[src/rtl/mem_access.sv]
// rtl/mem_access.sv - MIPS memory-stage responder: load/store over a req/ack data RAM, pipeline pause, write-back
// Optional build macro: MEM_ALIGN_CHECK_EN (reject misaligned requests with a one-cycle misalign_err pulse)
module mem_access #(
  parameter int ADDR_W = 32,
  parameter int DATA_W = 32
) (
  input  logic              clk,
  input  logic              rst,
  input  logic              mem_read_flag,
  input  logic              mem_write_flag,
  input  logic [ADDR_W-1:0] mem_addr,
  input  logic [DATA_W-1:0] mem_write_data,
  input  logic              write_reg_en,
  input  logic [4:0]        write_reg_addr,
  input  logic [DATA_W-1:0] alu_result,
  output logic              ram_req,
  output logic              ram_we,
  output logic [ADDR_W-1:0] ram_addr,
  output logic [DATA_W-1:0] ram_wdata,
  input  logic              ram_ack,
  input  logic [DATA_W-1:0] ram_rdata,
  output logic              wb_en,
  output logic [4:0]        wb_addr,
  output logic [DATA_W-1:0] wb_data,
  output logic              pause_req_mem,
  output logic              misalign_err
);

  typedef enum logic [1:0] {
    IDLE = 2'd0,
    BUSY = 2'd1,
    DONE = 2'd2
  } state_t;

  state_t state_q, state_d;

  logic              req;
  logic              misaligned;
  logic              accept;
  logic              pause_c;
  logic [4:0]        dest_q, dest_d;
  logic              ram_req_d, ram_we_d, wb_en_d;
  logic [ADDR_W-1:0] ram_addr_d;
  logic [DATA_W-1:0] ram_wdata_d, wb_data_d;
  logic [4:0]        wb_addr_d;

  // Both flags set is treated as a store: ram_we follows mem_write_flag alone.
  assign req = mem_read_flag | mem_write_flag;

`ifdef MEM_ALIGN_CHECK_EN
  logic misalign_q, misalign_d;
  assign misaligned   = req & (mem_addr[1:0] != 2'b00);
  assign misalign_err = misalign_q;
`else
  assign misaligned   = 1'b0;
  assign misalign_err = 1'b0;
`endif

  assign accept = req & ~misaligned;

  // Stall is combinational so decode freezes in the same cycle the request is seen; never during reset.
  assign pause_req_mem = rst & pause_c;

  // State and registered outputs
  always_ff @(posedge clk) begin
    if (!rst) begin
      state_q   <= IDLE;
      ram_req   <= 1'b0;
      ram_we    <= 1'b0;
      ram_addr  <= '0;
      ram_wdata <= '0;
      wb_en     <= 1'b0;
      wb_addr   <= '0;
      wb_data   <= '0;
      dest_q    <= '0;
`ifdef MEM_ALIGN_CHECK_EN
      misalign_q <= 1'b0;
`endif
    end else begin
      state_q   <= state_d;
      ram_req   <= ram_req_d;
      ram_we    <= ram_we_d;
      ram_addr  <= ram_addr_d;
      ram_wdata <= ram_wdata_d;
      wb_en     <= wb_en_d;
      wb_addr   <= wb_addr_d;
      wb_data   <= wb_data_d;
      dest_q    <= dest_d;
`ifdef MEM_ALIGN_CHECK_EN
      misalign_q <= misalign_d;
`endif
    end
  end

  // Next-state: DONE lasts one cycle so the still-presented instruction is not re-issued
  always_comb begin
    state_d = state_q;
    case (state_q)
      IDLE:    if (accept) state_d = BUSY;
      BUSY:    if (ram_ack) state_d = DONE;
      DONE:    state_d = IDLE;
      default: state_d = IDLE;
    endcase
  end

  // Output and datapath next values; RAM-side signals hold stable until ack
  always_comb begin
    pause_c     = 1'b0;
    ram_req_d   = ram_req;
    ram_we_d    = ram_we;
    ram_addr_d  = ram_addr;
    ram_wdata_d = ram_wdata;
    wb_en_d     = wb_en;
    wb_addr_d   = wb_addr;
    wb_data_d   = wb_data;
    dest_d      = dest_q;
`ifdef MEM_ALIGN_CHECK_EN
    misalign_d  = 1'b0;
`endif
    case (state_q)
      IDLE: begin
        if (accept) begin
          pause_c     = 1'b1;
          ram_req_d   = 1'b1;
          ram_we_d    = mem_write_flag;
          ram_addr_d  = {mem_addr[ADDR_W-1:2], 2'b00};
          ram_wdata_d = mem_write_data;
          dest_d      = write_reg_addr;
          wb_en_d     = 1'b0;
        end else if (misaligned) begin
          wb_en_d     = 1'b0;
`ifdef MEM_ALIGN_CHECK_EN
          misalign_d  = 1'b1;
`endif
        end else begin
          wb_en_d     = write_reg_en;
          wb_addr_d   = write_reg_addr;
          wb_data_d   = alu_result;
        end
      end
      BUSY: begin
        pause_c = 1'b1;
        if (ram_ack) begin
          ram_req_d = 1'b0;
          if (!ram_we) begin
            wb_en_d   = 1'b1;
            wb_addr_d = dest_q;
            wb_data_d = ram_rdata;
          end else begin
            wb_en_d   = 1'b0;
          end
        end
      end
      DONE: begin
        wb_en_d = 1'b0;
      end
      default: begin
        wb_en_d   = 1'b0;
        ram_req_d = 1'b0;
      end
    endcase
  end

endmodule

[config.mk]
export PLATFORM = sky130hd
export DESIGN_NAME = mem_access
export DESIGN_NICKNAME = d
export VERILOG_FILES = /design/src/rtl/mem_access.sv
export SDC_FILE = /design/constraint.sdc
export NUM_CORES = 1
export LEC_CHECK = 0
export ABC_CLOCK_PERIOD_IN_PS = 1500
export BUFFER_PORTS_ARGS = -buffer_cell sky130_fd_sc_hd__clkbuf_2
export CAP_MARGIN = 5
export CORE_AREA = 2 2 120 122
export CTS_CLUSTER_DIAMETER = 30
export DETAILED_ROUTE_END_ITERATION = 12
export DIE_AREA = 0 0 122 124
export PLACE_DENSITY = 0.65
export SLEW_MARGIN = 20
export SYNTH_ARGS = -nofsm -noshare
export SYNTH_HDL_FRONTEND = slang
export SYNTH_SLANG_ARGS = --single-unit
export TNS_END_PERCENT = 10
[constraint.sdc]
create_clock -name clk -period 1.5 [get_ports clk]
set_input_delay 0.15 -clock clk [delete_from_list [all_inputs] [get_ports clk]]
set_output_delay 0.15 -clock clk [all_outputs]
set_load 0.03 [all_outputs]
# Word level (Yosys, flattened, before mapping)
# Cells that the tools add are included.
[classes] n_addsub=0 n_mul=0 n_div=0 order_cmp=0 n_eq_ne=6 shifts=0 n_mux=20 n_bitwise=3 n_reduce_logical=6
[ops] cell="32-bit 2-to-1 mux" count=3
[ops] cell="32-bit one-hot mux with 2 select lines" count=1
[ops] cell="5-bit 2-to-1 mux" count=3
[ops] cell="5-bit one-hot mux with 2 select lines" count=1
[ops] cell="2-bit != test (second input constant)" count=4
[ops] cell="1-bit 2-to-1 mux" count=6
[ops] cell="2-bit 2-to-1 mux" count=2
[ops] cell="1-bit one-hot mux with 2 select lines" count=2
[ops] cell="2-bit one-hot mux with 2 select lines" count=1
[ops] cell="2-bit AND reduction" count=2
[ops] cell="4-bit AND reduction" count=1
[ops] cell="1-bit one-hot mux with 3 select lines" count=1
[ops] cell="3-bit AND reduction" count=1
[ops] cell="2-bit by 1-bit equality test with 1-bit output (second input constant)" count=1
[ops] cell="2-bit equality test (second input constant)" count=1
[ops] cell="2-bit zero test" count=1
[ops] cell="2-bit nonzero test" count=1
[ops] cell="1-bit bitwise AND" count=1
[ops] cell="1-bit NOT" count=1
[ops] cell="1-bit bitwise OR" count=1
[totals] reg_bits=109 latchBits=0 ram_bits=0 mem_bits_ro=0 in_bits=139 out_inout_bits=106 wordCells=44 n_memories=0

# Logic depth before layout (Yosys ltp)
# Gate-level depths: netlist of the first run.
[logic_depth] ltp_word=4 ltp_mapped=6 ltp_nobuf=3

# Worst setup path after synthesis of the first run
# No wires, ideal clock.
[synth_timing] path_kind="register -> register" start="reg ram_we" end="reg wb_addr[0]" setup_ns=0.072 arrival_ns=1.296 required_time_ns=1.428 path_slack_ns=0.132 path_stages_with_launch=6 path_buffers=2 period_less_slack_ns=1.368 cell_sequence="dfxtp_1 -> nor2_1 -> a32oi_1 -> buf_6 -> buf_12 -> mux2i_1"
[synth_via] elab_chain_cells=2
[synth_rtl] element="start: declaration" line_no="17" rtl="output logic ram_we,"
[synth_rtl] element="start signal: assignment" line_no="82" rtl="ram_we <= ram_we_d;"
[synth_rtl] element="2-bit != test (no line)"
[synth_rtl] element="4-bit AND reduction (no line)"
[synth_rtl] element="end signal: assignment" line_no="86" rtl="wb_addr <= wb_addr_d;"
[synth_rtl] element="end: declaration" line_no="23" rtl="output logic [4:0] wb_addr,"
# No other way between the ends.
# A chain may end at the register's enable or synchronous reset.

# Final worst setup path of the first run
[layout_timing] start="reg state_q[0]" end="out pause_req_mem"
[layout_via] elab_chain_cells=3 word_cells_on_any_way=4 classes_between="eq/ne (1); mux (1); bitwise (1); reduce/logical (1)"
[layout_rtl] element="start: declaration" line_no="35" rtl="state_t state_q, state_d;"
[layout_rtl] element="start signal: assignment" line_no="80" rtl="state_q <= state_d;"
[layout_rtl] element="2-bit by 1-bit equality test with 1-bit output or 2-bit zero test (tied branches)" line_no="120" rtl="case (state_q)"
[layout_rtl] element="1-bit one-hot mux with 2 select lines (*)" line_no="120"
[layout_rtl] element="1-bit bitwise AND (*)" line_no="62" rtl="assign pause_req_mem = rst & pause_c;"
[layout_rtl] element="end: declaration" line_no="25" rtl="output logic pause_req_mem,"
# Every way passes the cells marked *; elsewhere a longest branch is shown, timed or not.

==> results of run 1 <==
-- cell usage after synthesis --
library cell	n
nand2_1	39
a32o_1	1
a21boi_0	49
or2_1	1
buf_1	1
or2_4	1
nor2_1	3
buf_12	3
a21oi_1	1
dfxtp_1	109
nor2_4	1
a32oi_1	1
or2_2	37
o22ai_1	1
buf_2	17
a211oi_1	1
o21ai_0	68
and3_1	1
conb_1	1
inv_1	3
nor2_2	1
buf_4	7
and2b_1	1
mux2i_1	37
nand2b_1	1
o211ai_1	38
clkbuf_1	30
buf_6	3
a21boi_1	19
nand3_1	68
-- metrics by stage --
| stage | instances | cell area [sq um] |
|---|---|---|
| 6_report | 937 | 6510 |
| 5_1_grt | 937 | 6510 |
| 4_1_cts | 936 | 6500 |
| 3_5_place_dp | 921 | 6190 |
| 3_3_place_gp | 921 | 6190 |
| 2_1_floorplan | 546 | 4880 |
-- what timing repair did --
item                                    in CTS  in global routing
pin swaps                                    2                  1
gates resized for setup                      4                  1
cloned                                       0                  1
endpoints found under the setup margin       3                 42
-- sequential cells by signal (all words and copies together), names as in the netlist --
signal,count
wb_en,1
ram_wdata,32
wb_addr,5
wb_data,32
state_q,2
ram_addr,30
dest_q,5
ram_req,1
ram_we,1
-- placed cells by master (no fill, tap or decap), types with 2 or more instances in the layout --
cell type and count:
conb_1 3, nor2_1 3, buf_4 11, clkbuf_2 237, clkbuf_8 2, a21boi_0 49, mux2i_1 37, a21boi_1 19
clkbuf_1 2, nand2_1 39, inv_1 3, dfxtp_1 107, o211ai_1 38, nand3_1 68, or2_2 39, buf_12 7
nor2_4 2, clkbuf_16 9, o21ai_0 68
-- cells by family (layout without fill, tap and decap cells) --
| group | Yosys count | in the layout | synth area share |
|---|---|---|---|
| AOI/OAI and AO/OA | 179 | 179 | 0.241 |
| buffers and inverters | 64 | 274 | 0.0737 |
| DFF | 109 | 109 | 0.448 |
| muxes | 37 | 37 | 0.0760 |
| other | 1 | 3 | 0.000770 |
| and+or+nand+nor | 154 | 155 | 0.161 |
-- final cells by class --
type	instances	area, sq um
Inverter	3	11.3
Clock buffer	12	246
Fill cell	1385	7210
Sequential cell	109	2190
Tap cell	180	225
Timing Repair Buffer	256	1420
Multi-Input combinational cell	374	2370
Clock inverter	3	46.3
-- power groups by stage --
| stage | registers [mW] | logic [mW] | clock network [mW] |
|---|---|---|---|
| 3_3_place_gp | 3.32 | 1.83 | 0 |
| 3_5_place_dp | 3.33 | 1.84 | 0 |
| 4_1_cts | 3.26 | 1.85 | 2.46 |
| 6_report | 3.27 | 1.84 | 2.38 |
| 5_1_grt | 3.29 | 2.00 | 2.55 |
| 2_1_floorplan | 3.77 | 0.783 | 0 |
-- how the worst min path moves through the flow --
stage | slack (ns) | cells past startpoint | from | to
2_1_floorplan | 0.25 | 1 | ram_ack | state_q[0]$_SDFFE_PN0P_
3_3_place_gp | 0.39 | 3 | mem_addr[26] | ram_addr[26]$_SDFFE_PN0P_
3_5_place_dp | 0.39 | 3 | mem_addr[26] | ram_addr[26]$_SDFFE_PN0P_
4_1_cts | 0.02 | 3 | mem_addr[26] | ram_addr[26]$_SDFFE_PN0P_
5_1_grt | 0.03 | 3 | mem_addr[27] | ram_addr[27]$_SDFFE_PN0P_
6_report | 0.03 | 3 | mem_write_data[26] | ram_wdata[26]$_SDFFE_PN0P_
-- critical path: stages, from the launching register on --
cell and delay (ns):
dfxtp_4 0.39, buf_4 0.16, nor2_1 0.06, nor2_1 0.16, clkbuf_8 0.19
-- per-layer routing --
layer / part of all wire / vias up / wire [microns]
met2: 0.45 / 178 / 6430
met5: 0 / - / 0
met1: 0.44 / 2117 / 6190
met3: 0.097 / 13 / 1380
met4: 0.013 / 0 / 190
li1: - / 2324 / -
==> impl_summary.md, run 1 <==
Hold path
The tightest min-delay check is of the in -> reg type.

STA
The setup total negative slack is 0 ns. The count of pins over their slew limit is 0. The final worst slack is 0.0403 ns. For this run, the top clock speed supported by timing is 0.685 GHz. The final-report setup violation count is 0. The total count of hold-check failures in the final report is 0. The fraction of the cycle the final worst path needs is 0.973. The tightest hold path in the finished design has a slack of between 0.02 and 0.03 ns. The transition time at the pin with the least slew margin is around 0.68 ns.

The routed design could run at a clock period as short as about 1.5 ns. Setup repair after global routing could not meet its margin everywhere. Across the routed clock network, the largest skew measured is approximately 0.0050 ns. The tightest slew margin relative to the limit is 0.549.

Clock tree
Clock tree synthesis selected as its root buffer the cell clkbuf_16. The CTS buffer count is 9. The depth of the CTS H-tree is 3. The post-CTS setup repair buffer count is 0. CTS saw between 100 and 150 sinks.

The CTS tree is built. Buffers inserted to repair hold after CTS numbered 0. The later-pin clock latency in the skew report is ~0.34 ns. The longest clock path from root to sink contains 2 buffers. After clock tree synthesis, the clock-pin slew on the worst setup and hold paths is about 0.07 ns.

Pwr
The internal portion of the total power is between 5 and 6 mW. The sequential power share is 0.436. The share of total power dissipated in the clock network is 0.318. The power density over cell area is around 1100 mW/mm^2.

Of the total power, the share spent switching nets is 0.311. The combinational cell fraction of total power is 0.245. The standby leakage power is between 3 and 4 nW. Summed over all nets, the switching power comes to between 2 and 2.5 mW. The highest ir drop seen on vdd is 453 uV. The power after layout is roughly 7.5 mW.

Critical path
The worst setup slack for register-to-register paths is around 0.09 ns. The worst setup path is launched from a flop. Of all nets on the critical path, the largest fanout is 6. STA classifies the critical path endpoint as a primary output.

At the worst endpoint, the required time is ~1.4 ns. The endpoint identified for the worst register-to-register timing path is ram_wdata[15]$_SDFFE_PN0P_. In this run the worst setup path begins at state_q[0]$_SDFFE_PN0P_. Data arrives at the worst endpoint at 1.31 ns.

By startpoint and endpoint, the worst setup path is classified as reg -> out. Following the worst setup path forward leads to its endpoint at pause_req_mem. In this run the critical register-to-register path is launched from state_q[1]$_SDFFE_PN0P_. Measured in cells, the most critical reg-to-reg path has a length of 3.

GRT
The number of antenna violations at the first check in global routing is 0. In the global route stage, overall resource usage came out at 0.181. For this run, global-route usage on met2 was measured as 0.305.

The peak-usage layer in the global routing report is met2. After global routing the overflow that remains totals 0. The largest net degree at the start of global routing is 69. The met1 demand-to-capacity share in global routing is 0.216. The via count of the first global-routing pass is around 4500. For this run, global-route usage on met3 was measured as 0.0600.

The global-route wire length before repair is about 22000 microns.

Synthesis
Ranked by total cell area, the synthesized netlist is headed by dfxtp_1 (45%), mux2i_1 (7.6%), a21boi_0 (7.6%). The proportion of synthesized chip area in sequential cells is 0.448. Counting distinct cell types in the post-synthesis netlist gives 30.

After synthesis, the mean cell area works out to between 8 and 9 sq um. Synthesis inferred 109 register bits. The synthesized design spends more area on one cell type than any other, namely dfxtp_1. The cell count after synthesis came out at between 500 and 600. The cell area that synthesis handed to floorplanning was slightly below 0.005 sq mm. Yosys printed 0 warnings. Of the post-synthesis cell area, the dominant cell type holds 0.448.

Placed design
After legalization and detailed placement, the total HPWL measured approximately 9600 microns. The number of buffer cells added on primary ports is around 240. At the end of routability-driven placement, the weighted congestion stood at 0.744. The worst setup slack after placement is between 0.01 and 0.015 ns.

Finish
The number of nets in the finished design is slightly below 900. The fraction of layout instances using a drive strength above 1 is 0.415. Measured on the finished design, the core utilization comes to 0.474. The number of diodes added for antenna fixing is 0. The area growth from synthesis to final layout is 33.6%.

Floorplan
The core area is 0.0137 sq mm. The die span in x is 122 microns. The placement row count is 43. The I/O pin count is around 250. The initial core utilization is 0.355. The floorplan step defined a die boundary enclosing ~0.015 sq mm. The die is 124 microns tall.

Routing
The via total after detailed routing is between 4000 and 5000. The first-pass iteration count of the detailed router is 6. The count of nets left with antenna violations once routing finished came out at 0. The DRC violation total after the first TritonRoute iteration is 180. Using the TritonRoute via totals, the vias-per-cell ratio works out to around 5. The per-cell routed wire length is roughly 15 microns. In the routed design, unresolved DRC markers number 0. The total detailed-routing wirelength is 14200 microns.

Job
The total of max-cap violations is 0.

Status
The flow ran to the end, and the final reports show no timing, DRC or antenna violations.
Power figures use the tool's default switching activity.
==> inputs of run 2 (changes only) <==
--- a/config.mk
+++ b/config.mk
@@ -8,11 +8,11 @@
 export ABC_CLOCK_PERIOD_IN_PS = 1500
 export BUFFER_PORTS_ARGS = -buffer_cell sky130_fd_sc_hd__clkbuf_2
 export CAP_MARGIN = 5
-export CORE_AREA = 2 2 120 122
+export CORE_AREA = 2 2 168 88
 export CTS_CLUSTER_DIAMETER = 30
 export DETAILED_ROUTE_END_ITERATION = 12
-export DIE_AREA = 0 0 122 124
-export PLACE_DENSITY = 0.65
+export DIE_AREA = 0 0 170 90
+export PLACE_DENSITY = 0.66
 export SLEW_MARGIN = 20
 export SYNTH_ARGS = -nofsm -noshare
 export SYNTH_HDL_FRONTEND = slang
==> run 2 against run 1 <==
Non-clock buffer count is the same. Setup slack better by 0.058 ns. Power decreased by 2.3%. Critical path type unchanged. Worst hold slack worse by 0.0015 ns. Register-to-register slack improved by 0.08 ns. Via count increased by 0.24%.
==> impl_summary.md, run 2 (synthesized netlist as in run 1, its figures left out) <==
STA
The highest achievable clock rate is 0.713 GHz (+4.1%). The total count of hold-check failures in the final report is 0 (unchanged). The worst clock skew on the final layout is 0.0106 ns (+0.00554 ns).

The transition time at the pin with the least slew margin is 0.515 ns (-0.162 ns). The count of pins over their slew limit is 0 (unchanged). The shortest period the worst path allows is 1.40 ns (-0.0579 ns). The fraction of the cycle the final worst path needs is 0.935 (-0.0386).

The tightest slew margin relative to the limit is 0.657 (+0.108). The final-report setup violation count is 0 (unchanged). Setup repair after global routing left no endpoint under its margin.

Finish
The most frequent standard cell in the layout excluding fill and tap cells is clkbuf_2. The area growth from synthesis to final layout is 32.4%. The combined flip-flop and latch cell area is 0.00219 sq mm (unchanged).

In the layout the commonest cells are clkbuf_2 (237), dfxtp_1 (107), nand3_1 (68), o21ai_0 (68), a21boi_0 (49). The area of the multi-input gates is 0.00237 sq mm (+0.11%). The final-layout fill cell count is 1362 (-1.7%). The largest registers in the layout are ram_wdata x32, wb_data x32, ram_addr x30. The number of nets in the finished design is 892 (unchanged). The fraction of layout instances using a drive strength above 1 is 0.417 (+0.00209). The share of the core filled with cells in the final layout came to 0.462 (-0.0123). The number of diodes added for antenna fixing was 0 (unchanged).

Critical path
The largest fanout on the critical path was 8 (+2). The data arrival time of the critical path is 1.25 ns (-0.06 ns). The critical path is of the reg -> out type.

In this run the critical register-to-register path is launched from state_q[1]$_SDFFE_PN0P_. The worst setup path is launched from a flop. The worst setup path is captured at a primary output. The source of the critical timing path is state_q[0]$_SDFFE_PN0P_. The required time of the critical path is 1.35 ns (about the same).

Routing
The count of antenna-violating nets left after detailed routing is 0 (unchanged). The total detailed-routing wirelength came to 14000 microns (-1.2%). The DRC violation total after the first TritonRoute iteration is 338 (+88%). The first-pass iteration count of the detailed router came to 4 (-2).

The via total after detailed routing is 4643 (+0.24%). The detailed-route vias per instance is 4.94 (about the same). The DRC violation count after routing was 0 (unchanged). The per-cell routed wire length is 14.9 microns (-1.4%).

Job
The total of max-cap violations is 0 (unchanged).

Floorplan
The total die area is 0.0153 sq mm (+1.1%). The initial core utilization is 0.349 (-0.00620). The die span in x was 170 microns (+39%).

The placement row count was 31 (-28%). The core area came to 0.0140 sq mm (+1.8%). The I/O pin count came to 245 (unchanged). The die height came to 90 microns (-27%).

Status
The run finished with clean final reports.

Placed design
The final HPWL from detailed placement is 9900 microns (+3.5%). The number of buffer cells added on primary ports came to 239 (unchanged). The final weighted congestion in routability-driven placement was 0.756 (+1.5%).

Clock tree
The later-pin clock latency in the skew report was 0.34 ns (about the same). The number of hold-repair buffers added at the cts stage is 0 (unchanged). The depth of the CTS H-tree was 3 (unchanged). The root buffer cell chosen for the clock tree is clkbuf_16. The CTS buffer count is 9 (unchanged). The maximum buffer depth of the clock tree is 2 (unchanged). The clock-pin slew of the registers on the worst-case setup and hold paths is 0.08 ns (about the same). TritonCTS built the clock tree. The clock net sink count is 109 (unchanged). The post-CTS setup repair buffer count is 0 (unchanged).

Pwr
The standby leakage power is 3.03 nW (-0.69%). The power after layout is 7.31 mW (-2.3%). The highest ir drop seen on vdd is 444 uV (-2.0%).

The power density over cell area is 1130 mW/mm^2 (-1.4%).

GRT
The number of antenna violations at the first check in global routing came to 0 (unchanged). The global-route usage over all layers is 0.180 (-0.00128). The via count of the first global-routing pass is 4240 (-4.7%). The global-route wire length before repair is 22300 microns (+2.1%).

The largest net degree at the start of global routing is 50 (-28%). The total congestion overflow after global routing is 0 (unchanged).

Hold path
In this run the most critical hold path is launched from mem_addr[27]. The path class of the lowest-slack min-delay path is in -> reg.
-- run 2: cell count changes in the layout (fill, tap and decap cells not counted), sizes merged --
| cell | previous run | this run |
|---|---|---|
| clkbuf | 250 | 248 |
| bufinv | 1 | 0 |
| clkinv | 1 | 4 |
| inv | 3 | 4 |
-- run 2: area by class of cell --
type,count,share of cell area
multi-input combinational,374,0.367
sequential,109,0.339
timing repair buffer,256,0.214
clock buffer,10,0.0355
tap,181,0.0351
clock inverter,6,0.00737
inverter,3,0.00175
-- run 2: power breakdown --
| group | total (mW) | internal (mW) | switching (mW) |
|---|---|---|---|
| logic | 1.81 | 0.656 | 1.16 |
| clock network | 2.23 | 1.14 | 1.09 |
| registers | 3.26 | 3.14 | 0.122 |
-- run 2: stage by stage --
stage | setup WS, ns | area [sq um] | instances | hold slack (ns) | setup TNS, ns
6_report | 0.0981 | 6450 | 939 | 0.0276 | 0
5_1_grt | 0.00615 | 6450 | 939 | 0.0168 | 0
4_1_cts | 0.0212 | 6440 | 939 | 0.0111 | 0
3_5_place_dp | -0.0491 | 6160 | 922 | 0.391 | -0.849
3_3_place_gp | 0.00425 | 6160 | 922 | 0.390 | 0
2_1_floorplan | 0.132 | 4880 | 546 | 0.251 | 0
-- run 2: critical path, cell delays in order, from the launching register on --
cell and delay, ns:
dfxtp_4 0.38, buf_4 0.17, nor2_1 0.13, nor2_1 0.06
clkbuf_4 0.18
-- run 2: repair_timing --
action,in CTS,in global routing
setup endpoints to repair,57,39
cloned,1,0
pin swaps,1,0
resized for setup,2,3
-- run 2: final timing paths --
path | endpoint | depth (start not counted) | slack (ns)
max | pause_req_mem | 4 | 0.1
max reg2reg | wb_data[8]$_SDFFE_PN0P_ | 4 | 0.17
min reg2reg | wb_data[18]$_SDFFE_PN0P_ | 2 | 0.46
min | ram_addr[27]$_SDFFE_PN0P_ | 3 | 0.03
-- run 2: layer usage --
metal	wire length, microns	global-route usage	part of all wire
met5	0	0	0
met4	183	0.0442	0.013
met3	877	0.0498	0.063
met2	5800	0.256	0.41
met1	7160	0.266	0.51
==> inputs of run 3 (changes only) <==
--- a/config.mk
+++ b/config.mk
@@ -5,14 +5,15 @@
 export SDC_FILE = /design/constraint.sdc
 export NUM_CORES = 1
 export LEC_CHECK = 0
+export ABC_AREA = 0
 export ABC_CLOCK_PERIOD_IN_PS = 1500
-export BUFFER_PORTS_ARGS = -buffer_cell sky130_fd_sc_hd__clkbuf_2
 export CAP_MARGIN = 5
 export CORE_AREA = 2 2 168 88
 export CTS_CLUSTER_DIAMETER = 30
 export DETAILED_ROUTE_END_ITERATION = 12
 export DIE_AREA = 0 0 170 90
-export PLACE_DENSITY = 0.66
+export DONT_BUFFER_PORTS = 1
+export PLACE_DENSITY = 0.5
 export SLEW_MARGIN = 20
 export SYNTH_ARGS = -nofsm -noshare
 export SYNTH_HDL_FRONTEND = slang
==> run 3 against run 2 <==
Die area unchanged. Clock skew down 0.0014 ns. Register-to-register slack worse by 0.08 ns. Clock power up 2%. Worst hold slack worse by 0.0089 ns. Sequential share of layout area up 0.77 points. Final cell count down 15%. Sequential power up 15%. Core utilization down 0.98 points. Maximum frequency down 0.97%. First-iteration DRC count down 37%. Clock-buffer cell count up 2. Critical endpoint unchanged.
==> impl_summary.md, run 3 (synthesized netlist as in run 1, its figures left out) <==
Finish
In the layout the commonest cells are dfxtp_1 (105), dlygate4sd3_1 (103), nand3_1 (68), o21ai_0 (68), a21boi_0 (49). The final instance area is 0.00631 sq mm (-2.1%). The share of the core filled with cells in the final layout is 0.452 (-0.00977). The library cell used most frequently in the layout, excluding fill and tap cells, is dfxtp_1. The area growth from synthesis to final layout is 29.6%. The largest registers in the layout are ram_wdata x32, wb_data x32, ram_addr x30. The final instance count without filler cells is 802 (-15%). The number of nets in the finished design was 755 (-15%). The fraction of layout instances using a drive strength above 1 was 0.124 (-0.293). The number of diodes added for antenna fixing came to 0 (unchanged). The final-layout fill cell count came to 1316 (-3.4%).

STA
The count of pins over their slew limit is 0 (unchanged). The final-report setup violation count is 0 (unchanged). The fraction of the cycle the final worst path needs is 0.944 (+0.00920). The total count of hold-check failures in the final report was 0 (unchanged). The highest achievable clock rate is 0.706 GHz (-0.97%). The final-layout worst hold slack is 0.0187 ns (-0.00890 ns).

Setup repair after global routing left no endpoint under its margin. The shortest period the worst path allows is 1.42 ns (+0.0138 ns). The worst clock skew on the final layout came to 0.00911 ns (-0.00144 ns).

Placed design
The cell count after placement is 681 (-26%). The final HPWL from detailed placement is 8750 microns (-12%). The total placed instance area is 0.00494 sq mm (-20%). The number of buffer cells added on primary ports came to 0 (-100%). The final weighted congestion in routability-driven placement is 0.699 (-7.6%).

GRT
The via count of the first global-routing pass was 4333 (+2.2%). The number of antenna violations at the first check in global routing came to 0 (unchanged). The total congestion overflow after global routing is 0 (unchanged). The largest net degree at the start of global routing is 81 (+62%). The global-route wire length before repair is 22600 microns (+1.1%).

The global-route usage over all layers was 0.183 (+0.00319).

Clock tree
The depth of the CTS H-tree is 3 (unchanged). The clock net sink count is 109 (unchanged). The CTS buffer count is 9 (unchanged). The root buffer cell chosen for the clock tree is clkbuf_16. The maximum buffer depth of the clock tree is 2 (unchanged).

The clock-pin slew of the registers on the worst-case setup and hold paths is 0.07 ns (about the same). The later-pin clock latency in the skew report is 0.35 ns (about the same). The CTS tree is built.

Floorplan
The die height is 90 microns (unchanged). The initial core utilization is 0.349 (unchanged). The die span in x is 170 microns (unchanged). The I/O pin count is 245 (unchanged).

The core area was 0.0140 sq mm (unchanged). The total die area is 0.0153 sq mm (unchanged). The placement row count was 31 (unchanged).

Routing
The per-cell routed wire length is 18.2 microns (+22%). Signal routing reaches up to met4. The wire length on met1 is 6660 microns (-7.0%). The amount of wire on met3 after detailed routing is 1090 microns (+24%).

The via total after detailed routing is 4325 (-6.8%). The wire length on met2 was 6540 microns (+13%). The DRC violation total after the first TritonRoute iteration is 213 (-37%). The detailed-route vias per instance is 5.39 (+9.1%). The total detailed-routing wirelength is 14600 microns (+3.9%). The DRC violation count after routing is 0 (unchanged). The first-pass iteration count of the detailed router was 4 (unchanged).

The count of antenna-violating nets left after detailed routing is 0 (unchanged).

Critical path
The source of the critical timing path is state_q[0]$_SDFFE_PN0P_. The launch instance of the worst register-to-register path is state_q[0]$_SDFFE_PN0P_. The data arrival time of the critical path is 1.27 ns (+0.02 ns). The required time of the critical path is 1.35 ns (about the same). The cell count of the worst reg-to-reg path was 4 (unchanged). STA classifies the critical path endpoint as a primary output.

The largest fanout on the critical path was 13 (+5). The path type of the worst setup path is reg -> out. The worst setup path is launched from a flop.

Pwr
The power density over cell area is 1140 mW/mm^2 (+0.64%). The highest ir drop seen on vdd is 498 uV (+12%). The power after layout is 7.20 mW (-1.5%). The standby leakage power is 2.35 nW (-22%).

Job
The total of max-cap violations is 0 (unchanged).

Hold path
The worst hold path belongs to the class in -> reg. The start point of the worst min-delay path is ram_rdata[18]. The worst hold path depth is 2 (-1).

Status
The run finished with clean final reports.
==> run 3: area by class of cell <==
class,instances,area [sq um],area share
inverter,3,11.3,0.00178
sequential,109,2190,0.347
multi-input combinational,374,2370,0.375
clock buffer,12,246,0.0390
timing repair buffer,119,1240,0.196
tap,181,226,0.0359
clock inverter,4,32.5,0.00515
==> run 3: critical path, cell delays in order, from the launching register on <==
cell	delay, ns
dfxtp_4	0.43
buf_12	0.15
nor2_1	0.06
nor2_1	0.11
buf_4	0.17
==> run 3: what timing repair did <==
action                                  CTS  global route
endpoints found under the hold margin   109             0
pin swaps                                 0             2
hold buffers                            104             0
endpoints found under the setup margin   69            99
gates cloned                              0             1
resized for setup                         3             7
buffers inserted                          0             0
==> run 3: where the power goes <==
part | switching [mW] | total, mW | internal [mW] | leakage [nW]
logic | 0.594 | 1.17 | 0.575 | 1.33
clock network | 1.09 | 2.27 | 1.18 | 0.129
registers | 0.618 | 3.76 | 3.14 | 0.899
total | 2.30 | 7.20 | 4.90 | 2.35
==> run 3: metal layers <==
layer  global-route usage  vias up
met3               0.0568       25
met4               0.0570        0
met5                    0        -
met1                0.245     2084
met2                0.282      161
li1                     -     2055
==> run 3: path summary, 6_finish.rpt <==
check | endpoint | slack [ns]
setup / recovery | pause_req_mem | 0.08
hold / removal | wb_data[18]$_SDFFE_PN0P_ | 0.02
setup reg to reg | ram_addr[31]$_SDFFE_PN0P_ | 0.09
hold reg to reg | dest_q[2]$_SDFFE_PN0P_ | 0.47
==> run 3: stage by stage <==
step                      TNS [ns]  setup slack, ns
after floorplan                  0            0.132
after global placement      -0.246          -0.0168
after detailed placement     -2.53          -0.0763
after CTS                        0          0.00598
after global routing             0          0.00495
final                            0           0.0843
